===== config.mk =====
export PLATFORM = sky130hd
export DESIGN_NAME = md_sequencer_flat
export DESIGN_NICKNAME = d
export VERILOG_FILES = /design/src/rtl/md_sequencer_pkg.sv /design/src/rtl/md_sequencer_if.sv /design/src/rtl/md_sequencer_div_step.sv /design/src/rtl/md_sequencer.sv /design/src/flat_wrapper.sv
export SDC_FILE = /design/constraint.sdc
export NUM_CORES = 2
export LEC_CHECK = 0
export CAP_MARGIN = 30
export CORE_MARGIN = 2
export CORE_UTILIZATION = 45
export DETAILED_ROUTE_END_ITERATION = 10
export GPL_TIMING_DRIVEN = 0
export HOLD_SLACK_MARGIN = 0.02
export PLACE_DENSITY = 0.7
export SLEW_MARGIN = 20
export SYNTH_ARGS = -nofsm -noshare
export SYNTH_HDL_FRONTEND = slang
export SYNTH_SLANG_ARGS = --single-unit

===== constraint.sdc =====
create_clock -name clk -period 9.6 [get_ports clk]
set_clock_uncertainty 0.2 [all_clocks]
set_input_delay 1.92 -clock clk [delete_from_list [all_inputs] [get_ports clk]]
set_output_delay 1.92 -clock clk [all_outputs]
set_load 0.02 [all_outputs]

===== src/rtl/md_sequencer_pkg.sv =====
// Shared definitions for the MULT/DIV sequencer: op codes, FSM states,
// the EX result-mux leg for md_rdata and small op-decode helpers.
package md_sequencer_pkg;

    localparam int MD_OP_BIT = 4;

    typedef enum logic [MD_OP_BIT-1:0] {
        MD_OP_NOP   = 4'd0,
        MD_OP_MULT  = 4'd1,
        MD_OP_MULTU = 4'd2,
        MD_OP_DIV   = 4'd3,
        MD_OP_DIVU  = 4'd4,
        MD_OP_MFHI  = 4'd5,
        MD_OP_MFLO  = 4'd6,
        MD_OP_MTHI  = 4'd7,
        MD_OP_MTLO  = 4'd8
    } md_op_e;

    typedef enum logic [1:0] {
        MD_ST_IDLE    = 2'd0,
        MD_ST_RUN_MUL = 2'd1,
        MD_ST_RUN_DIV = 2'd2
    } md_state_e;

    // Select code of the EX result mux leg that forwards md_rdata.
    localparam logic [2:0] MUX_EX_RESULT_MD = 3'd4;

    function automatic logic op_is_mul(input logic [MD_OP_BIT-1:0] op);
        return (op == MD_OP_MULT) || (op == MD_OP_MULTU);
    endfunction

    function automatic logic op_is_div(input logic [MD_OP_BIT-1:0] op);
        return (op == MD_OP_DIV) || (op == MD_OP_DIVU);
    endfunction

    // MULT and DIV treat their operands as two's complement.
    function automatic logic op_is_signed(input logic [MD_OP_BIT-1:0] op);
        return (op == MD_OP_MULT) || (op == MD_OP_DIV);
    endfunction

endpackage


===== src/rtl/md_sequencer_if.sv =====
// EX-stage <-> MULT/DIV sequencer bundle. The pipeline side is the master,
// the sequencer is the slave.
interface md_sequencer_if #(
    parameter int DATA_W = 32
);
    import md_sequencer_pkg::*;

    logic                 md_valid;
    logic [MD_OP_BIT-1:0] md_op;
    logic [DATA_W-1:0]    src_a;
    logic [DATA_W-1:0]    src_b;
    logic                 md_kill;
    logic                 md_stall;
    logic                 md_busy;
    logic                 md_done;
    logic [DATA_W-1:0]    md_rdata;
    logic [DATA_W-1:0]    hi;
    logic [DATA_W-1:0]    lo;

    modport master (
        output md_valid, md_op, src_a, src_b, md_kill,
        input  md_stall, md_busy, md_done, md_rdata, hi, lo
    );

    modport slave (
        input  md_valid, md_op, src_a, src_b, md_kill,
        output md_stall, md_busy, md_done, md_rdata, hi, lo
    );

endinterface


===== src/rtl/md_sequencer_div_step.sv =====
// One restoring-division step on unsigned magnitudes: shift the next dividend
// bit (MSB of quo) into the partial remainder, subtract the divisor if it fits,
// and shift the resulting quotient bit into quo from the right.
module md_sequencer_div_step #(
    parameter int DATA_W = 32
) (
    input  logic [DATA_W-1:0] rem_i,
    input  logic [DATA_W-1:0] quo_i,
    input  logic [DATA_W-1:0] divisor_i,
    output logic [DATA_W-1:0] rem_o,
    output logic [DATA_W-1:0] quo_o
);

    logic [DATA_W:0] shifted;
    logic [DATA_W:0] diff;

    // Partial remainder is always < divisor, so one extra bit holds the shift
    // and diff[DATA_W] acts as the borrow (divisor did not fit).
    assign shifted = {rem_i, quo_i[DATA_W-1]};
    assign diff    = shifted - {1'b0, divisor_i};
    assign rem_o   = diff[DATA_W] ? shifted[DATA_W-1:0] : diff[DATA_W-1:0];
    assign quo_o   = {quo_i[DATA_W-2:0], ~diff[DATA_W]};

endmodule


===== src/rtl/md_sequencer.sv =====
// Multi-cycle MULT/DIV sequencer with the architectural HI/LO pair.
// Multiply: the 64-bit product is registered at issue and committed after
// MUL_CYCLES. Divide: one restoring step per cycle on magnitudes, signs
// applied on the final cycle. Later md ops stall while an op is running.
module md_sequencer
    import md_sequencer_pkg::*;
#(
    parameter int DATA_W     = 32,
    parameter int MUL_CYCLES = 4,
    parameter int DIV_CYCLES = 32
) (
    input  logic          clk,
    input  logic          rst,
    md_sequencer_if.slave bus
);

    localparam int CNT_MAX = (DIV_CYCLES > MUL_CYCLES) ? DIV_CYCLES : MUL_CYCLES;
    localparam int CNT_W   = $clog2(CNT_MAX + 1);

    md_state_e           state_q,  state_d;
    logic [CNT_W-1:0]    cnt_q,    cnt_d;
    logic [DATA_W-1:0]   hi_q,     hi_d;
    logic [DATA_W-1:0]   lo_q,     lo_d;
    logic [2*DATA_W-1:0] prod_q,   prod_d;
    logic [DATA_W-1:0]   rem_q,    rem_d;
    logic [DATA_W-1:0]   quo_q,    quo_d;
    logic [DATA_W-1:0]   dvsr_q,   dvsr_d;
    logic                qsign_q,  qsign_d;
    logic                rsign_q,  rsign_d;

    logic [DATA_W-1:0]   rem_step;
    logic [DATA_W-1:0]   quo_step;
    logic                done;

    md_sequencer_div_step #(
        .DATA_W (DATA_W)
    ) u_div_step (
        .rem_i     (rem_q),
        .quo_i     (quo_q),
        .divisor_i (dvsr_q),
        .rem_o     (rem_step),
        .quo_o     (quo_step)
    );

    // State and datapath registers; reset clears HI/LO and returns to IDLE at once.
    always_ff @(posedge clk or posedge rst) begin
        if (rst) begin
            state_q <= MD_ST_IDLE;
            cnt_q   <= '0;
            hi_q    <= '0;
            lo_q    <= '0;
            prod_q  <= '0;
            rem_q   <= '0;
            quo_q   <= '0;
            dvsr_q  <= '0;
            qsign_q <= 1'b0;
            rsign_q <= 1'b0;
        end else begin
            state_q <= state_d;
            cnt_q   <= cnt_d;
            hi_q    <= hi_d;
            lo_q    <= lo_d;
            prod_q  <= prod_d;
            rem_q   <= rem_d;
            quo_q   <= quo_d;
            dvsr_q  <= dvsr_d;
            qsign_q <= qsign_d;
            rsign_q <= rsign_d;
        end
    end

    // Next-state logic: issue from IDLE, count down while running, commit at cnt==0.
    // A kill beats both issue and commit.
    always_comb begin
        logic                sgn;
        logic [2*DATA_W-1:0] ext_a;
        logic [2*DATA_W-1:0] ext_b;

        state_d = state_q;
        cnt_d   = cnt_q;
        hi_d    = hi_q;
        lo_d    = lo_q;
        prod_d  = prod_q;
        rem_d   = rem_q;
        quo_d   = quo_q;
        dvsr_d  = dvsr_q;
        qsign_d = qsign_q;
        rsign_d = rsign_q;
        done    = 1'b0;

        sgn   = op_is_signed(bus.md_op);
        ext_a = {{DATA_W{sgn & bus.src_a[DATA_W-1]}}, bus.src_a};
        ext_b = {{DATA_W{sgn & bus.src_b[DATA_W-1]}}, bus.src_b};

        case (state_q)
            MD_ST_IDLE: begin
                if (bus.md_valid && !bus.md_kill) begin
                    if (op_is_mul(bus.md_op)) begin
                        state_d = MD_ST_RUN_MUL;
                        cnt_d   = CNT_W'(MUL_CYCLES - 1);
                        // Low 2W bits of the sign-extended product are the
                        // correct result for both signed and unsigned.
                        prod_d  = ext_a * ext_b;
                    end else if (op_is_div(bus.md_op)) begin
                        state_d = MD_ST_RUN_DIV;
                        cnt_d   = CNT_W'(DIV_CYCLES - 1);
                        rem_d   = '0;
                        quo_d   = (sgn && bus.src_a[DATA_W-1]) ? -bus.src_a : bus.src_a;
                        dvsr_d  = (sgn && bus.src_b[DATA_W-1]) ? -bus.src_b : bus.src_b;
                        qsign_d = sgn & (bus.src_a[DATA_W-1] ^ bus.src_b[DATA_W-1]);
                        rsign_d = sgn & bus.src_a[DATA_W-1];
                    end else if (bus.md_op == MD_OP_MTHI) begin
                        hi_d = bus.src_a;
                    end else if (bus.md_op == MD_OP_MTLO) begin
                        lo_d = bus.src_a;
                    end
                end
            end

            MD_ST_RUN_MUL: begin
                if (bus.md_kill) begin
                    state_d = MD_ST_IDLE;
                    cnt_d   = '0;
                end else if (cnt_q == '0) begin
                    hi_d    = prod_q[2*DATA_W-1:DATA_W];
                    lo_d    = prod_q[DATA_W-1:0];
                    done    = 1'b1;
                    state_d = MD_ST_IDLE;
                end else begin
                    cnt_d = cnt_q - CNT_W'(1);
                end
            end

            MD_ST_RUN_DIV: begin
                if (bus.md_kill) begin
                    state_d = MD_ST_IDLE;
                    cnt_d   = '0;
                end else begin
                    rem_d = rem_step;
                    quo_d = quo_step;
                    if (cnt_q == '0) begin
                        // The last step's output is the final magnitude pair.
                        lo_d    = qsign_q ? -quo_step : quo_step;
                        hi_d    = rsign_q ? -rem_step : rem_step;
                        done    = 1'b1;
                        state_d = MD_ST_IDLE;
                    end else begin
                        cnt_d = cnt_q - CNT_W'(1);
                    end
                end
            end

            default: begin
                state_d = MD_ST_IDLE;
                cnt_d   = '0;
            end
        endcase
    end

    // MF read port: combinational, zero unless a valid MFHI/MFLO is present.
    always_comb begin
        bus.md_rdata = '0;
        if (bus.md_valid) begin
            if (bus.md_op == MD_OP_MFHI) begin
                bus.md_rdata = hi_q;
            end else if (bus.md_op == MD_OP_MFLO) begin
                bus.md_rdata = lo_q;
            end
        end
    end

    assign bus.md_busy  = (state_q != MD_ST_IDLE);
    assign bus.md_stall = bus.md_valid && (bus.md_op != MD_OP_NOP) && (state_q != MD_ST_IDLE);
    assign bus.md_done  = done;
    assign bus.hi       = hi_q;
    assign bus.lo       = lo_q;

endmodule


===== src/flat_wrapper.sv =====
// flat-port wrapper written by rule: the top's interface ports become plain ports
module md_sequencer_flat import md_sequencer_pkg::*;
#(
    parameter int DATA_W     = 32,
    parameter int MUL_CYCLES = 4,
    parameter int DIV_CYCLES = 32
)
  (clk, rst, bus_md_valid, bus_md_op, bus_src_a, bus_src_b, bus_md_kill, bus_md_stall, bus_md_busy, bus_md_done, bus_md_rdata, bus_hi, bus_lo);
  md_sequencer_if #(.DATA_W(DATA_W)) bus_i ();
  input  logic clk;
  input  logic rst;
  input wire logic [$bits(bus_i.md_valid)-1:0] bus_md_valid;
  input wire logic [$bits(bus_i.md_op)-1:0] bus_md_op;
  input wire logic [$bits(bus_i.src_a)-1:0] bus_src_a;
  input wire logic [$bits(bus_i.src_b)-1:0] bus_src_b;
  input wire logic [$bits(bus_i.md_kill)-1:0] bus_md_kill;
  output wire logic [$bits(bus_i.md_stall)-1:0] bus_md_stall;
  output wire logic [$bits(bus_i.md_busy)-1:0] bus_md_busy;
  output wire logic [$bits(bus_i.md_done)-1:0] bus_md_done;
  output wire logic [$bits(bus_i.md_rdata)-1:0] bus_md_rdata;
  output wire logic [$bits(bus_i.hi)-1:0] bus_hi;
  output wire logic [$bits(bus_i.lo)-1:0] bus_lo;
  assign bus_i.md_valid = bus_md_valid;
  assign bus_i.md_op = bus_md_op;
  assign bus_i.src_a = bus_src_a;
  assign bus_i.src_b = bus_src_b;
  assign bus_i.md_kill = bus_md_kill;
  assign bus_md_stall = bus_i.md_stall;
  assign bus_md_busy = bus_i.md_busy;
  assign bus_md_done = bus_i.md_done;
  assign bus_md_rdata = bus_i.md_rdata;
  assign bus_hi = bus_i.hi;
  assign bus_lo = bus_i.lo;
  md_sequencer #(.DATA_W(DATA_W), .MUL_CYCLES(MUL_CYCLES), .DIV_CYCLES(DIV_CYCLES)) u_core (.clk(clk), .rst(rst), .bus(bus_i));
endmodule

==> reports/metrics.yaml <==
yosysWarnings: 0
async_flop_share_pct: 100
crit_path_end: "u_core.prod_q[55]"
worst_path_largest_cell_delay_ps: 700
syn_area_sq_mm: 0.0535
ys_ff_latch: 234
cts_tree: "built"
finalWirelength_mm: 212
dr.pass1.iters: 8
maxSlewViolCount: 0
period_share_pct: 102
startpoint: "bus_md_op[2]"
fin_crit_ps: 9780
cp-start-kind: "input pin"
grt_max_degree: 98
crit_path_frequent_cell: "fa_1"
nets: 7913
initial_utilization_pct: 45.3
cp.depth: 29
status: "complete, but fails checks"
crit_required_ps: 9900
pin_count: 171
gp_congestion: 1.10
tightest_slew_ps: 1000
synth_seq_area_share_pct: 10.9
r2r_cells: 22
r2r_end: "u_core.bus.hi[28]"
max_cap_viol_count: 0
ctsHoldBuffers: 0
htree_levels: 1
worst-path-buf-inv: 8
synth_cells: 6194
grt_pass1_wl_mm: 311
setup_viol: 8
ant_nets: 0
synth-edff-count: 0
port-buffer-count: 127
die_area_sq_mm: 0.122
cp_max_fo: 10
yosysUniqueCellTypes: 86
grt_antenna_before_repair: 19
clock_latency_ps: 570
min_path_type: "register to register"
place_hpwl_mm: 174
grt_usage_pct: 35.0
fmax_mhz: 102
drive_above_1_share_pct: 9.39
num-fill-cells: 11000
min-delay-start: "u_core.prod_q[18]"
synthesis.nets: 7647
grt_pass1_vias: 46700
critPathKind: "input pin to register"
hold_viol: 0
endpoint_kind: "register"
syn_avg_cell_area_sq_um: 8.64
synthFlopType: "dfrtp_1"
rsz0062_at_grt: "yes"
slew_headroom_pct: 33.0
cpLargestDelayFamily: "adder cells"
via_per_inst: 5.72
violations: "negative setup slack"
rows: 126
cts_sinks: 234
cts_made_buffers: 23
arrival_ps: 10080
vias: 45900
drt_iter0_drc: 4637
area_delta_synth_final_pct: 13.6
drc: 0
routedWlPerCell_microns: 26.5
crit_path_top_delay_cell: "fa_1"
core_sq_mm: 0.118
grt.overflow.total: 0
cts_buffer_depth: 3
regToRegStartpoint: "u_core.rem_q[8]"
root_buffer: "clkbuf_16"
reg2reg_setup_slack_ps: 2200
worst_slack_ps: -180
clkTransAtPathRegs_ps: 70
die_w_microns: 349
die_h_microns: 349
setup_tns_ps: -800
sequential cells by signal, indices dropped and copies added (netlist names):
name / count
u_core.quo_q: 32
u_core.state_q: 2
u_core.bus.lo: 32
u_core.dvsr_q: 32
u_core.prod_q: 64
u_core.bus.hi: 32
u_core.qsign_q: 1
u_core.cnt_q: 6
u_core.rem_q: 32
u_core.rsign_q: 1
metal layers:
metal	track usage (%)	up-vias	wire, microns
met5	0	-	92
met4	19.6	16	15500
met3	10.6	628	26600
met2	53.5	2834	91800
met1	44.3	23100	78200
li1	-	19300	-
tightest hold or removal path: cells and delay by family (launching register included):
kind               cells  cell delay (ps)
AOI/OAI and AO/OA      1               60
and+or+nand+nor        1               50
DFF                    1              340
repair_timing:
item / 4_1_cts / 5_1_grt
endpoints found under the hold margin: 0 / 0
endpoints found under the setup margin: 43 / 24
buffers inserted: 69 / 28
gates resized for setup: 580 / 224
gates cloned: 1 / 0
pin swaps: 82 / 84
synth_stat cells (12+ instances only):
cell type  instances  area, sq um
xnor2_1          123         1080
o21a_1            12         90.1
clkbuf_1         315         1180
dfrtp_1          234         5860
nor2_1           212          796
and2_1           330         2060
nor4_1            21          131
a311oi_1          14          123
nor3_1            37          185
o21ai_1           12         60.1
buf_1             59          221
o41ai_1           14          123
xor2_1            91          797
o31ai_1           66          495
a21o_1            47          353
nand3_1           26          130
ha_1             255         3190
a31oi_1           22          138
inv_1           1202         4510
or3_1             16          100
o21ai_0          253         1270
o211ai_1          21          158
nand2_1         1141         4280
nand2b_1          37          231
fa_1            1126        22500
a22oi_1           34          255
nand4_1           12         75.1
a211oi_1          12         90.1
mux2i_1           28          280
a21oi_1          213         1070
nor2b_1           55          344
cell type report:
cell class / count / area (sq um) / share of cell area (%)
sequential: 234 / 5860 / 9.63
clock inverter: 12 / 144 / 0.237
inverter: 1205 / 4560 / 7.49
clock buffer: 25 / 593 / 0.975
tap: 1536 / 1920 / 3.16
antenna: 11 / 27.5 / 0.0453
multi-input combinational: 4371 / 42700 / 70.2
buffer: 375 / 2580 / 4.24
timing repair buffer: 250 / 2470 / 4.07
how the worst min path moves through the flow:
stage | to | slack (ps) | cells past startpoint
floorplan | u_core.prod_q[16] | 240 | 2
global placement | u_core.prod_q[14] | 260 | 2
detailed placement | u_core.prod_q[18] | 270 | 2
CTS | u_core.dvsr_q[30] | 290 | 2
global route | u_core.dvsr_q[28] | 310 | 2
finish | u_core.prod_q[18] | 280 | 2
through the flow:
stage                     hold WS [ps]  worst slack, ps  utilization [%]  cells  area, sq um
after floorplan                    239            -10.3                -   6194        53800
after global placement             263            -3160             48.2   7857        57000
after detailed placement           271            -2890             48.6   7885        57400
after CTS                          286             -278             51.0   7985        60300
after global routing               307             -340             51.5   8010        60800
final                              280             -180             51.5   8019        60800
cell families (layout without fill, tap and decap cells):
kind of cell,count (synthesis),after routing,share of synthesized area [%]
fa+ha+maj,1381,1381,48.1
other cells,0,11,0
compound gates,809,809,9.45
xor+xnor,214,214,3.50
buf+inv,1589,1867,11.2
simple gates,1935,1935,16.2
mux,32,32,0.622
flops,234,234,10.9
layout by cell type (no fill, tap or decap), drive strengths merged, types with 11 or more instances in the layout:
master,n
nand2b,37
xor2,91
or4,13
xnor2,123
a21o,47
dfrtp,234
mux2i,28
a211oi,15
o21ai,266
a22oi,34
or3,16
o21a,13
fa,1126
o211ai,21
nor4,21
nand4,12
a21oi,213
nand3,26
clkdlybuf4s50,102
a311oi,15
o31ai,70
nor3,37
nand2,1141
ha,255
and2,334
clkbuf,315
inv,1202
o41ai,14
a31oi,22
buf,218
nor2,212
diode,11
nor2b,55
Power is not shown: default switching activity piles up to over one toggle a cycle in this logic, so the estimate is an artifact.
